$ cat config.mk
export PLATFORM = sky130hd
export DESIGN_NAME = channel_scan_sequencer
export DESIGN_NICKNAME = d
export VERILOG_FILES = /design/src/rtl/scan_pkg.sv /design/src/rtl/dwell_timer.sv /design/src/rtl/channel_scan_sequencer.sv
export SDC_FILE = /design/constraint.sdc
export NUM_CORES = 1
export LEC_CHECK = 0
export CAP_MARGIN = 10
export CORE_UTILIZATION = 36
export CTS_CLUSTER_SIZE = 20
export DETAILED_ROUTE_END_ITERATION = 8
export SLEW_MARGIN = 40
export SYNTH_ARGS = -nofsm -noshare
export SYNTH_HDL_FRONTEND = slang
export SYNTH_SLANG_ARGS = --single-unit
export TNS_END_PERCENT = 1
$ cat constraint.sdc
create_clock -name clk -period 4.88 [get_ports clk]
set_input_delay 0.976 -clock clk [delete_from_list [all_inputs] [get_ports clk]]
set_output_delay 0.976 -clock clk [all_outputs]
set_load 0.02 [all_outputs]
$ cat src/rtl/scan_pkg.sv
// Shared constants and state encoding for the channel scan sequencer.
// Widths here match the 4-to-16 decoder the index feeds.
package scan_pkg;

  localparam int CH_W    = 4;
  localparam int DWELL_W = 8;
  localparam int NUM_CH  = 16;

  typedef enum logic {
    IDLE = 1'b0,
    SCAN = 1'b1
  } state_t;

endpackage

$ cat src/rtl/dwell_timer.sv
// Loadable down-counter that times how long each channel is held.
// Load takes priority over decrement; the count parks at zero.
module dwell_timer #(
  parameter int W = 8
) (
  input  logic         clk,
  input  logic         rst,
  input  logic         load,
  input  logic         en,
  input  logic [W-1:0] load_value,
  output logic         zero
);

  logic [W-1:0] count_reg;

  always_ff @(posedge clk) begin
    if (rst) begin
      count_reg <= '0;
    end else if (load) begin
      count_reg <= load_value;
    end else if (en && (count_reg != '0)) begin
      count_reg <= count_reg - 1'b1;
    end
  end

  assign zero = (count_reg == '0);

endmodule

$ cat src/rtl/channel_scan_sequencer.sv
// Steps a channel index through a latched range, holding each value for dwell+1
// cycles, in one-shot or continuous mode; all outputs are registered.
import scan_pkg::*;

module channel_scan_sequencer #(
  parameter int CH_W    = scan_pkg::CH_W,
  parameter int DWELL_W = scan_pkg::DWELL_W
) (
  input  logic               clk,
  input  logic               rst,
  input  logic               start,
  input  logic               stop,
  input  logic               cont,
  input  logic [CH_W-1:0]    first_ch,
  input  logic [CH_W-1:0]    last_ch,
  input  logic [DWELL_W-1:0] dwell,
  output logic [CH_W-1:0]    a,
  output logic               a_valid,
  output logic               busy,
  output logic               done
);

  state_t state_reg, state_next;

  logic [CH_W-1:0]    a_reg, a_next;
  logic               a_valid_reg, a_valid_next;
  logic               busy_reg, busy_next;
  logic               done_reg, done_next;

  logic [CH_W-1:0]    first_l_reg, last_l_reg;
  logic [DWELL_W-1:0] dwell_l_reg;
  logic               cont_l_reg;
  logic               latch;

  logic               timer_load, timer_en, timer_zero;
  logic [DWELL_W-1:0] timer_value;

  dwell_timer #(.W(DWELL_W)) u_dwell_timer (
    .clk        (clk),
    .rst        (rst),
    .load       (timer_load),
    .en         (timer_en),
    .load_value (timer_value),
    .zero       (timer_zero)
  );

  always_ff @(posedge clk) begin
    if (rst) begin
      state_reg   <= IDLE;
      a_reg       <= '0;
      a_valid_reg <= 1'b0;
      busy_reg    <= 1'b0;
      done_reg    <= 1'b0;
      first_l_reg <= '0;
      last_l_reg  <= '0;
      dwell_l_reg <= '0;
      cont_l_reg  <= 1'b0;
    end else begin
      state_reg   <= state_next;
      a_reg       <= a_next;
      a_valid_reg <= a_valid_next;
      busy_reg    <= busy_next;
      done_reg    <= done_next;
      if (latch) begin
        first_l_reg <= first_ch;
        last_l_reg  <= last_ch;
        dwell_l_reg <= dwell;
        cont_l_reg  <= cont;
      end
    end
  end

  always_comb begin
    state_next   = state_reg;
    a_next       = a_reg;
    a_valid_next = a_valid_reg;
    busy_next    = busy_reg;
    done_next    = 1'b0;
    latch        = 1'b0;
    timer_load   = 1'b0;
    timer_en     = 1'b0;
    timer_value  = dwell_l_reg;

    case (state_reg)
      IDLE: begin
        // Start beats a simultaneous stop; stop has no meaning here.
        if (start) begin
          state_next   = SCAN;
          latch        = 1'b1;
          a_next       = first_ch;
          a_valid_next = 1'b1;
          busy_next    = 1'b1;
          timer_load   = 1'b1;
          timer_value  = dwell;
        end
      end
      SCAN: begin
        if (stop) begin
          state_next   = IDLE;
          a_valid_next = 1'b0;
          busy_next    = 1'b0;
        end else if (!timer_zero) begin
          timer_en = 1'b1;
        end else if (a_reg != last_l_reg) begin
          // Natural CH_W-bit overflow gives the 15 -> 0 wrap.
          a_next     = a_reg + 1'b1;
          timer_load = 1'b1;
        end else if (cont_l_reg) begin
          a_next     = first_l_reg;
          timer_load = 1'b1;
        end else begin
          state_next   = IDLE;
          a_valid_next = 1'b0;
          busy_next    = 1'b0;
          done_next    = 1'b1;
        end
      end
      default: begin
        state_next   = IDLE;
        a_valid_next = 1'b0;
        busy_next    = 1'b0;
      end
    endcase
  end

  assign a       = a_reg;
  assign a_valid = a_valid_reg;
  assign busy    = busy_reg;
  assign done    = done_reg;

endmodule

# After elaboration in Yosys (flattened, before gate mapping)
# Index checks and enable logic that the tools add are counted.
# W data, S select, Z words.
[totals]
ff_bits = 32
[classes]
eq_ne = 8
bitwise = 2
mux = 30
reduce_logical = 7
add_sub_neg = 2
[ops]
columns = ["operator", "count"]
rows = [
  ["$mux W8", 4],
  ["$mux W4", 5],
  ["$mux W1", 17],
  ["$logic_not A8 Y1", 1],
  ["$pmux W4 S2", 1],
  ["$reduce_and A4 Y1", 2],
  ["$reduce_bool A8 Y1", 1],
  ["$sub A8 B1 Y8 const B", 1],
  ["$ne A3 B3 Y1 const B", 2],
  ["$pmux W1 S2", 3],
  ["$reduce_or A5 Y1", 1],
  ["$add A4 B1 Y4 const B", 1],
  ["$ne A2 B2 Y1 const B", 2],
  ["$ne A4 B4 Y1", 1],
  ["$ne A3 B1 Y1 const B", 1],
  ["$ne A3 B2 Y1 const B", 1],
  ["$ne A2 B1 Y1 const B", 1],
  ["$not A1 Y1", 2],
  ["$reduce_bool A2 Y1", 1],
  ["$logic_and A1 B1 Y1", 1],
]

# Longest topological paths before layout
# Gate-level depths: netlist of the first run.
[logic_depth]
depth_word = 7
depth_mapped = 8
mapped_depth_nobuf = 7

# Hierarchy
# A second synthesis of the first run with hierarchy kept.
[hier_totals]
cells_unflattened = 194
area_unflattened_um2 = 1646.6
[by_module_without_submodules]
columns = ["module", "instances", "area_each_um2", "cells_per_inst"]
rows = [
  ["channel_scan_sequencer", 1, 1131.1, 135],
  ["dwell_timer", 1, 515.5, 59],
]

# Worst setup path after synthesis of the first run
# Ideal clock, no wire load.
[synth_path]
kind = "input port to flip-flop"
start = "input port stop"
end = "register u_dwell_timer.count_reg[2]"
t_required_ns = 4.763
t_arrival_ns = 2.068
slack_ns = 2.695
stages = 5
path_buffers = 0
cell_sequence = "and2b_1 nand3_2 a22oi_2 o22ai_1 a32o_1"
[synth_via]
elab_chain_len = 4
[synth_rtl]
columns = ["item", "line_no", "text"]
rows = [
  ["start, declared", "channel_scan_sequencer.sv:12", "input logic stop,"],
  ["$mux W1", "channel_scan_sequencer.sv:98", "if (stop) begin"],
  ["$mux W1", "channel_scan_sequencer.sv:84", "case (state_reg)"],
  ["$logic_and A1 B1 Y1", "dwell_timer.sv:21", "end else if (en && (count_reg != '0)) begin"],
  ["$reduce_bool A2 Y1 (no source line)", "-", ""],
  ["end signal, assigned", "dwell_timer.sv:20", "count_reg <= load_value;"],
  ["end signal, assigned", "dwell_timer.sv:22", "count_reg <= count_reg - 1'b1;"],
  ["end, declared", "dwell_timer.sv:14", "logic [W-1:0] count_reg;"],
]
# Several ways; a longest one is shown, not always the timed one.
# A chain may end at the register's enable or synchronous reset.

# Worst setup path after layout of the first run
[layout_path]
start = "input port start"
end = "register u_dwell_timer.count_reg[2]"
[layout_via]
elab_chain_len = 3
[layout_rtl]
columns = ["item", "line_no", "text"]
rows = [
  ["start, declared", "channel_scan_sequencer.sv:11", "input logic start,"],
  ["$mux W1 or $mux W8 (tied branches)", "channel_scan_sequencer.sv:87", "if (start) begin"],
  ["$pmux W1 S2 or $mux W8 (tied branches)", "channel_scan_sequencer.sv:84", ""],
  ["$mux W8 or $reduce_bool A2 Y1 (tied branches)", "-", ""],
]
# Several ways; a longest one is shown, not always the timed one.

==> metrics.txt, run 1 <==
fin. max-slew vios=0; layout cell share with drive strength beyond 1=approximately 8.6%; worst-path fanout max=22; Ant. Diodes=0; CP cell instances=clkdlybuf4s50_1 > nor2b_1 > buf_4 > nor2_1 > a22oi_2 > o22ai_1 > a32o_1; final net count=roughly 250; syn_nets=220; CTS Hold Buffers Added=0; Starting Density=between 30 and 40%; number of remaining DRC errors=0; combinational power share=25.9%; Syn. warnings=0; Placed Instances=266; CTS buffer count=5; ys flop type=dfxtp_1; Post-DRT Antenna Nets=0; post-route minimum period=approximately 2.6 ns; GRT Util Overall=17.7%; Switching Power=0.000218 W; Clock Power Share=30.8%; CTS resizes=0; Routed WL=about 3.9 mm; Core Box Area=~4400 µm²; clk root buf=clkbuf_8; die area=approximately 4800 µm²; vias in the first global route=approximately 1500; crit path kind=input pin to register; GRT overflow=0; R2R Setup Slk=~2.8 ns; Final Wtd Congestion=between 0.8 and 0.9; mean routed wirelength per cell=approximately 14 µm; fmax=roughly 0.38 GHz; row cnt=24; Worst Path Required=between 5 and 6 ns; worst skew pair latency=about 0.29 ns; post-synthesis async set-or-reset flop share=0%; Power Dens Cells=352 nW/µm²; sw frac=between 30% and 40%; largest net degree at the start of global routing=32; Lkg Pwr=about 0.75 nW; I/O pins=28; Total Power=between 0.0007 and 0.0008 W; sequential fraction of the synthesis area=about two fifths; routed vias=1441; Flop pwr share=between 40% and 50%; actual slew at the worst max-slew pin=0.478 ns; CP peak stage delay=around 0.5 ns; VDD IR max=between 0.0001 and 0.00015 V; final non-filler cell total=approximately 270; Internal=between 0.0004 and 0.0005 W; Clock Sinks=32; CTS H-tree depth=2; Hold WC Path Type=register to register; initial antenna violation count=0; drt pass-1 iters=4; first-pass GRT wire length=approximately 6.9 mm; average size of a mapped cell=slightly above 8 µm²; synth unique cells=43; TritonCTS clock tree=yes; Longest Clk Path Bufs=2; Crit. End Element=register; filler cell count=430; RSZ-0062 raised after global routing=no; Reg clk slew, reported paths=around 0.070 ns; Area Growth Syn to Fin=24.3%; Seq cells post-synth=32; crit path launch type=input pin; period utilisation layout=between 50% and 60%; Synth Instances=between 150 and 200; Final HPWL DP=between 2 and 3 mm; setup_tns=0 ns; IO Port Bufs=27; Iteration-0 DRC Markers=94; Mapped Area=1630 µm²; Critical Path Slowest Stage Cell=clkdlybuf4s50_1; max-cap violations=0; CP arrival=between 2 and 3 ns; Hold Vio Cnt, Final=0; Post-synth EDFFs=0; final clock skew=around 0.0050 ns; status=complete, no violations; Die Span X=roughly 69 µm; # setup viols final=0; die height=between 60 and 70 µm; Setup Buffers After CTS=0; DR vias/cell=approximately 5.3; Slew HR=approximately two thirds
## kinds of logic (layout without fill, tap and decap cells)
group	Yosys count	count (layout)	share of synthesized area, %
simple gates	74	74	21.7
compound gates	52	52	21.4
flops	32	32	39.3
buf+inv	17	42	4.68
mux	11	11	6.91
xor+xnor	7	7	3.76
fa+ha+maj	3	3	2.30
## cells in the final DEF, fill, tap and decap left out, types with 3 or more instances in the layout
master            n
dfxtp_1          32
nand2b_1          3
a211oi_1          4
xnor2_1           6
clkbuf_8          7
clkdlybuf4s50_1  27
buf_4             3
nor2_1           12
a21oi_1          21
nand2_1          39
a31oi_1           4
inv_1             5
ha_1              3
mux2i_1           9
nand3_1           7
o21ai_0           5
## final timing paths
path / cells after the start / start / to
worst max-delay path: 7 / start / u_dwell_timer.count_reg[2]
worst min register to register: 2 / first_l_reg[1] / first_l_reg[1]
worst min-delay path: 2 / first_l_reg[1] / first_l_reg[1]
worst max register to register: 5 / a[0] / u_dwell_timer.count_reg[1]
## power groups by stage
stage                     clock network, W  registers, W  logic, W
final                             0.000220      0.000309  0.000185
after detailed placement                 0      0.000314  0.000185
after CTS                         0.000228      0.000308  0.000186
after global placement                   0      0.000314  0.000183
after global routing              0.000238      0.000312  0.000206
after floorplan                          0      0.000312  0.000128
## per-layer routing
layer / routed length [µm] / track usage, % / share of wire (%)
met1: 1890 / 22.5 / 48
met2: 1790 / 28.7 / 46
met3: 173 / 5.67 / 4.4
met4: 44 / 4.76 / 1.1
met5: 0 / 0 / 0
## metrics by stage
step	utilization [%]	hold slack, ns	worst slack [ns]	cell area [µm²]
final	46.5	0.457	2.25	2030
after global routing	46.5	0.475	2.11	2030
after CTS	46.5	0.459	2.26	2030
after detailed placement	44.3	0.450	1.95	1930
after global placement	44.3	0.444	2.01	1930
after floorplan	-	0.432	2.69	1630
## Yosys cell counts (all sizes together) (2+ instances only)
cell    count  area [µm²]
nand2      39         146
dfxtp      32         641
a21oi      23         123
nor2       12        45.0
mux2i       9        90.1
clkbuf      8        30.0
nand3       8        45.0
xnor2       6        52.6
inv         5        18.8
o21ai       5        25.0
a211oi      4        30.0
a31oi       4        25.0
buf         4        27.5
ha          3        37.5
nand2b      3        18.8
nor4        3        33.8
a221o       2        20.0
a32o        2        20.0
and2        2        12.5
mux2        2        22.5
nor3        2        10.0
o211ai      2        15.0
o22ai       2        12.5
## final cells by class
type / count / area, µm² / area share [%]
inverters: 5 / 18.8 / 0.926
flip-flops and latches: 32 / 641 / 31.6
repair buffers: 30 / 293 / 14.5
multi-input cells: 147 / 912 / 45.0
well taps: 52 / 65.1 / 3.21
clock buffers: 7 / 96.3 / 4.76
## worst max-delay path, delay by kind of cell
kind / cells / cell delay, ns
AOI/OAI and AO/OA: 3 / 0.82
buffers and inverters: 2 / 0.79
and+or+nand+nor: 2 / 0.22
(Power assumes the default switching activity.)
==> inputs of run 2 (changes only) <==
Clock period 4.88 ns to 2.7 ns, I/O delays scaled along.
==> metrics.txt, run 2 (synthesized netlist as in run 1, its figures left out) <==
sw frac=a little under a third; status=complete, no violations; worst skew pair latency=roughly 0.28 ns; fin. max-slew vios=0; Hold Vio Cnt, Final=0; GRT overflow=0; commonest non-fill, non-tap cell in the layout=nand2_1; Starting Density=37.4%; Final Core Density=a little under half; Final WS setup=~0.67 ns; IO Port Bufs=27; Clock Power Share=approximately 30%; TritonCTS clock tree=yes; max-cap violations=0; commonest cells after routing, fill and taps aside=nand2_1 (39), dfxtp_1 (32), clkdlybuf4s50_1 (27); clk root buf=clkbuf_8; CTS buffer count=5; Crit. End Element=register; number of remaining DRC errors=0; actual slew at the worst max-slew pin=approximately 0.55 ns; Longest Clk Path Bufs=2; I/O pins=28; post-route minimum period=2.03 ns; Clock Sinks=32; CP arrival=about 2.2 ns; crit path launch type=input pin; routed vias=~1400; period utilisation layout=around three quarters; Lkg Pwr=0.770 nW; Worst Path Required=between 2 and 3 ns; Slew HR=between 60% and 70%; Routed WL=4.01 mm; DR vias/cell=~5.2; CTS Hold Buffers Added=0; mean routed wirelength per cell=around 14 µm; CTS resizes=0; GRT Util Overall=~19%; Reg clk slew, reported paths=0.06 ns; Final Wtd Congestion=0.862; row cnt=24; Iteration-0 DRC Markers=81; CTS H-tree depth=2; Setup Buffers After CTS=0; worst-path fanout max=6; Area Growth Syn to Fin=26.2%; RSZ-0062 raised after global routing=no; crit path kind=input pin to register; setup_tns=0 ns; layout cell share with drive strength beyond 1=a little over 10%; initial antenna violation count=0; die area=roughly 4800 µm²; fmax=about 0.49 GHz; Power Dens Cells=between 600 and 700 nW/µm²; first-pass GRT wire length=approximately 7.1 mm; filler cell count=about 440; Switching Power=a little under 0.0004 W; Die Span X=a little under 70 µm; combinational power share=between 20% and 30%; Final HPWL DP=about 2.9 mm; final net count=249; Flop pwr share=a little over two fifths; VDD IR max=between 0.0002 and 0.0003 V; die height=69.3 µm; Internal=between 0.0009 and 0.001 W; vias in the first global route=1449; largest net degree at the start of global routing=28; Post-DRT Antenna Nets=0; drt pass-1 iters=4; Hold WC Path Type=register to register; pre-CTS setup slack=around 0.4 ns; # setup viols final=0; Core Box Area=4350 µm²; Ant. Diodes=0; final clock skew=0.00309 ns
[run 2: worst paths after layout]
path                              start                         end  slack (ns)  cells after the start
min                      first_l_reg[2]              first_l_reg[2]        0.45                      2
min reg2reg              first_l_reg[2]              first_l_reg[2]        0.45                      2
max reg2reg  u_dwell_timer.count_reg[2]  u_dwell_timer.count_reg[1]        0.67                      5
max                               start                        a[2]        0.67                      7
[run 2: metrics by stage]
stage               power, W  cells  area, µm²  hold WS (ns)
finish               0.00130    277       2060         0.452
global route         0.00137    277       2060         0.479
CTS                  0.00131    277       2060         0.457
detailed placement  0.000913    270       1960         0.448
global placement    0.000913    270       1960         0.445
floorplan           0.000796    196       1630         0.432
[run 2: power by group through the flow]
stage	clock network [W]	logic [W]	registers [W]
3_3_place_gp	0	0.000345	0.000568
2_1_floorplan	0	0.000232	0.000564
5_1_grt	0.000420	0.000387	0.000564
6_report	0.000393	0.000344	0.000559
4_1_cts	0.000402	0.000346	0.000559
3_5_place_dp	0	0.000345	0.000568
[run 2: routing by layer]
| metal | up-vias | share of wire, % | wire, µm | track usage [%] |
|---|---|---|---|---|
| met4 | 0 | 1.5 | 62 | 7.26 |
| met3 | 7 | 3.5 | 139 | 3.92 |
| met5 | - | 0 | 0 | 0 |
| met1 | 666 | 48 | 1930 | 24.6 |
| li1 | 748 | - | - | - |
| met2 | 28 | 47 | 1880 | 29.2 |
[run 2: layout make-up]
type / count / area, µm² / area share [%]
multi-input cells: 147 / 912 / 44.4
flip-flops and latches: 32 / 641 / 31.2
repair buffers: 34 / 323 / 15.7
clock buffers: 7 / 96.3 / 4.69
well taps: 52 / 65.1 / 3.16
inverters: 5 / 18.8 / 0.913
[run 2: worst max-delay path: stages]
cell             delay (ns)
clkdlybuf4s50_1        0.49
nor2b_1                0.35
nor2_1                 0.09
a22oi_2                0.33
buf_4                  0.20
nor2_1                 0.04
a211oi_1               0.19
==> inputs of run 3 (changes only) <==
Clock period 2.7 ns to 2.04 ns, I/O delays scaled along.
==> metrics.txt, run 3 (synthesized netlist as in run 1, its figures left out) <==
mean routed wirelength per cell=14.4 µm; pre-CTS setup slack=approximately 0.017 ns; fin. max-slew vios=0; Final Wtd Congestion=roughly 0.85; Post-DRT Antenna Nets=0; Hold Vio Cnt, Final=0; period utilisation layout=approximately 90%; final clock skew=between 0.004 and 0.005 ns; first-pass GRT wire length=~7 mm; clk root buf=clkbuf_8; Lkg Pwr=~0.84 nW; actual slew at the worst max-slew pin=approximately 0.41 ns; Slew HR=approximately 72%; Starting Density=37.4%; setup_tns=0 ns; RSZ-0062 raised after global routing=no; Clock Power Share=roughly a quarter; Switching Power=~0.00054 W; VDD IR max=~0.00046 V; routed vias=between 1500 and 2000; largest net degree at the start of global routing=22; Internal=around 0.0012 W; Total Power=0.00171 W; Worst Path Required=between 2 and 2.5 ns; Power Dens Cells=~790 nW/µm²; CTS H-tree depth=2; GRT overflow=0; initial antenna violation count=0; worst skew pair latency=slightly below 0.3 ns; row cnt=24; Final HPWL DP=3.08 mm; # setup viols final=0; die area=between 4000 and 5000 µm²; combinational power share=a little under a third; R2R Setup Slk=0.20 ns; Core Box Area=between 4000 and 5000 µm²; post-route minimum period=1.84 ns; Reg clk slew, reported paths=~0.060 ns; Hold WC Path Type=register to register; CTS buffer count=5; TritonCTS clock tree=yes; Iteration-0 DRC Markers=81; max-cap violations=0; final net count=roughly 260; layout cell share with drive strength beyond 1=roughly 15%; crit path launch type=register; commonest cells after routing, fill and taps aside=nand2_1 (39), dfxtp_1 (32), clkdlybuf4s50_1 (27); IO Port Bufs=27; Area Growth Syn to Fin=32.3%; sw frac=between 30% and 40%; die height=69.3 µm; number of remaining DRC errors=0; fmax=about 0.54 GHz; Longest Clk Path Bufs=2; DR vias/cell=5.19; GRT Util Overall=a little under a fifth; Setup Buffers After CTS=0; drt pass-1 iters=4; vias in the first global route=about 1500; Routed WL=approximately 4.2 mm; Crit. End Element=register; crit path kind=register to register; WHS=0.455 ns; CP arrival=approximately 2 ns; commonest non-fill, non-tap cell in the layout=nand2_1; Flop pwr share=~43%; worst-path fanout max=4; status=complete, no violations; Ant. Diodes=0; Die Span X=between 60 and 70 µm; Final Core Density=approximately half; Final WS setup=between 0.15 and 0.2 ns; Clock Sinks=32; I/O pins=28
-- run 3: changes by cell type in the layout (fill, tap and decap cells not counted), sizes merged --
cell	before	now
clkbuf	7	6
clkinv	0	1
buf	7	22
-- run 3: routing by layer --
layer / GRT usage, % / share of wire (%) / vias to the layer above
met5: 0 / 0 / -
met3: 6.10 / 3.8 / 5
met2: 30.6 / 49 / 26
met4: 7.26 / 1.1 / 0
li1: - / - / 776
met1: 23.6 / 46 / 708
-- run 3: stage by stage --
step / cell area (µm²) / instances
CTS: 2150 / 292
finish: 2160 / 292
floorplan: 1630 / 196
global placement: 2070 / 285
detailed placement: 2070 / 285
global route: 2160 / 292
-- run 3: power by group through the flow --
stage	clock network, W	logic, W	registers [W]
finish	0.000456	0.000527	0.000728
global route	0.000492	0.000577	0.000734
CTS	0.000463	0.000523	0.000727
detailed placement	0	0.000517	0.000741
global placement	0	0.000517	0.000741
floorplan	0	0.000307	0.000746
-- run 3: final timing paths --
path,start,end,depth (start not counted)
setup / recovery,u_dwell_timer.count_reg[0],u_dwell_timer.count_reg[2],8
hold / removal,first_l_reg[3],first_l_reg[3],2
setup reg to reg,u_dwell_timer.count_reg[0],u_dwell_timer.count_reg[2],8
hold reg to reg,first_l_reg[3],first_l_reg[3],2
-- run 3: repair_timing --
action                     in CTS  in global routing
hold buffers                    0                  0
setup endpoints to repair       0                  1
gates resized for setup         0                  1
-- run 3: critical path: stages (launching register included) --
cell and delay (ns):
dfxtp_1 0.34, inv_1 0.10, ha_1 0.16, nor3b_4 0.26, nand3_2 0.15, a22oi_2 0.30
buf_4 0.18, mux2i_1 0.07, a32o_1 0.20
-- run 3: final cells by class --
cell class	count	area, µm²
inverters	5	18.8
fillers	432	2200
clock inverters	1	5.00
multi-input cells	147	918
repair buffers	49	435
flip-flops and latches	32	641
well taps	52	65.1
clock buffers	6	72.6
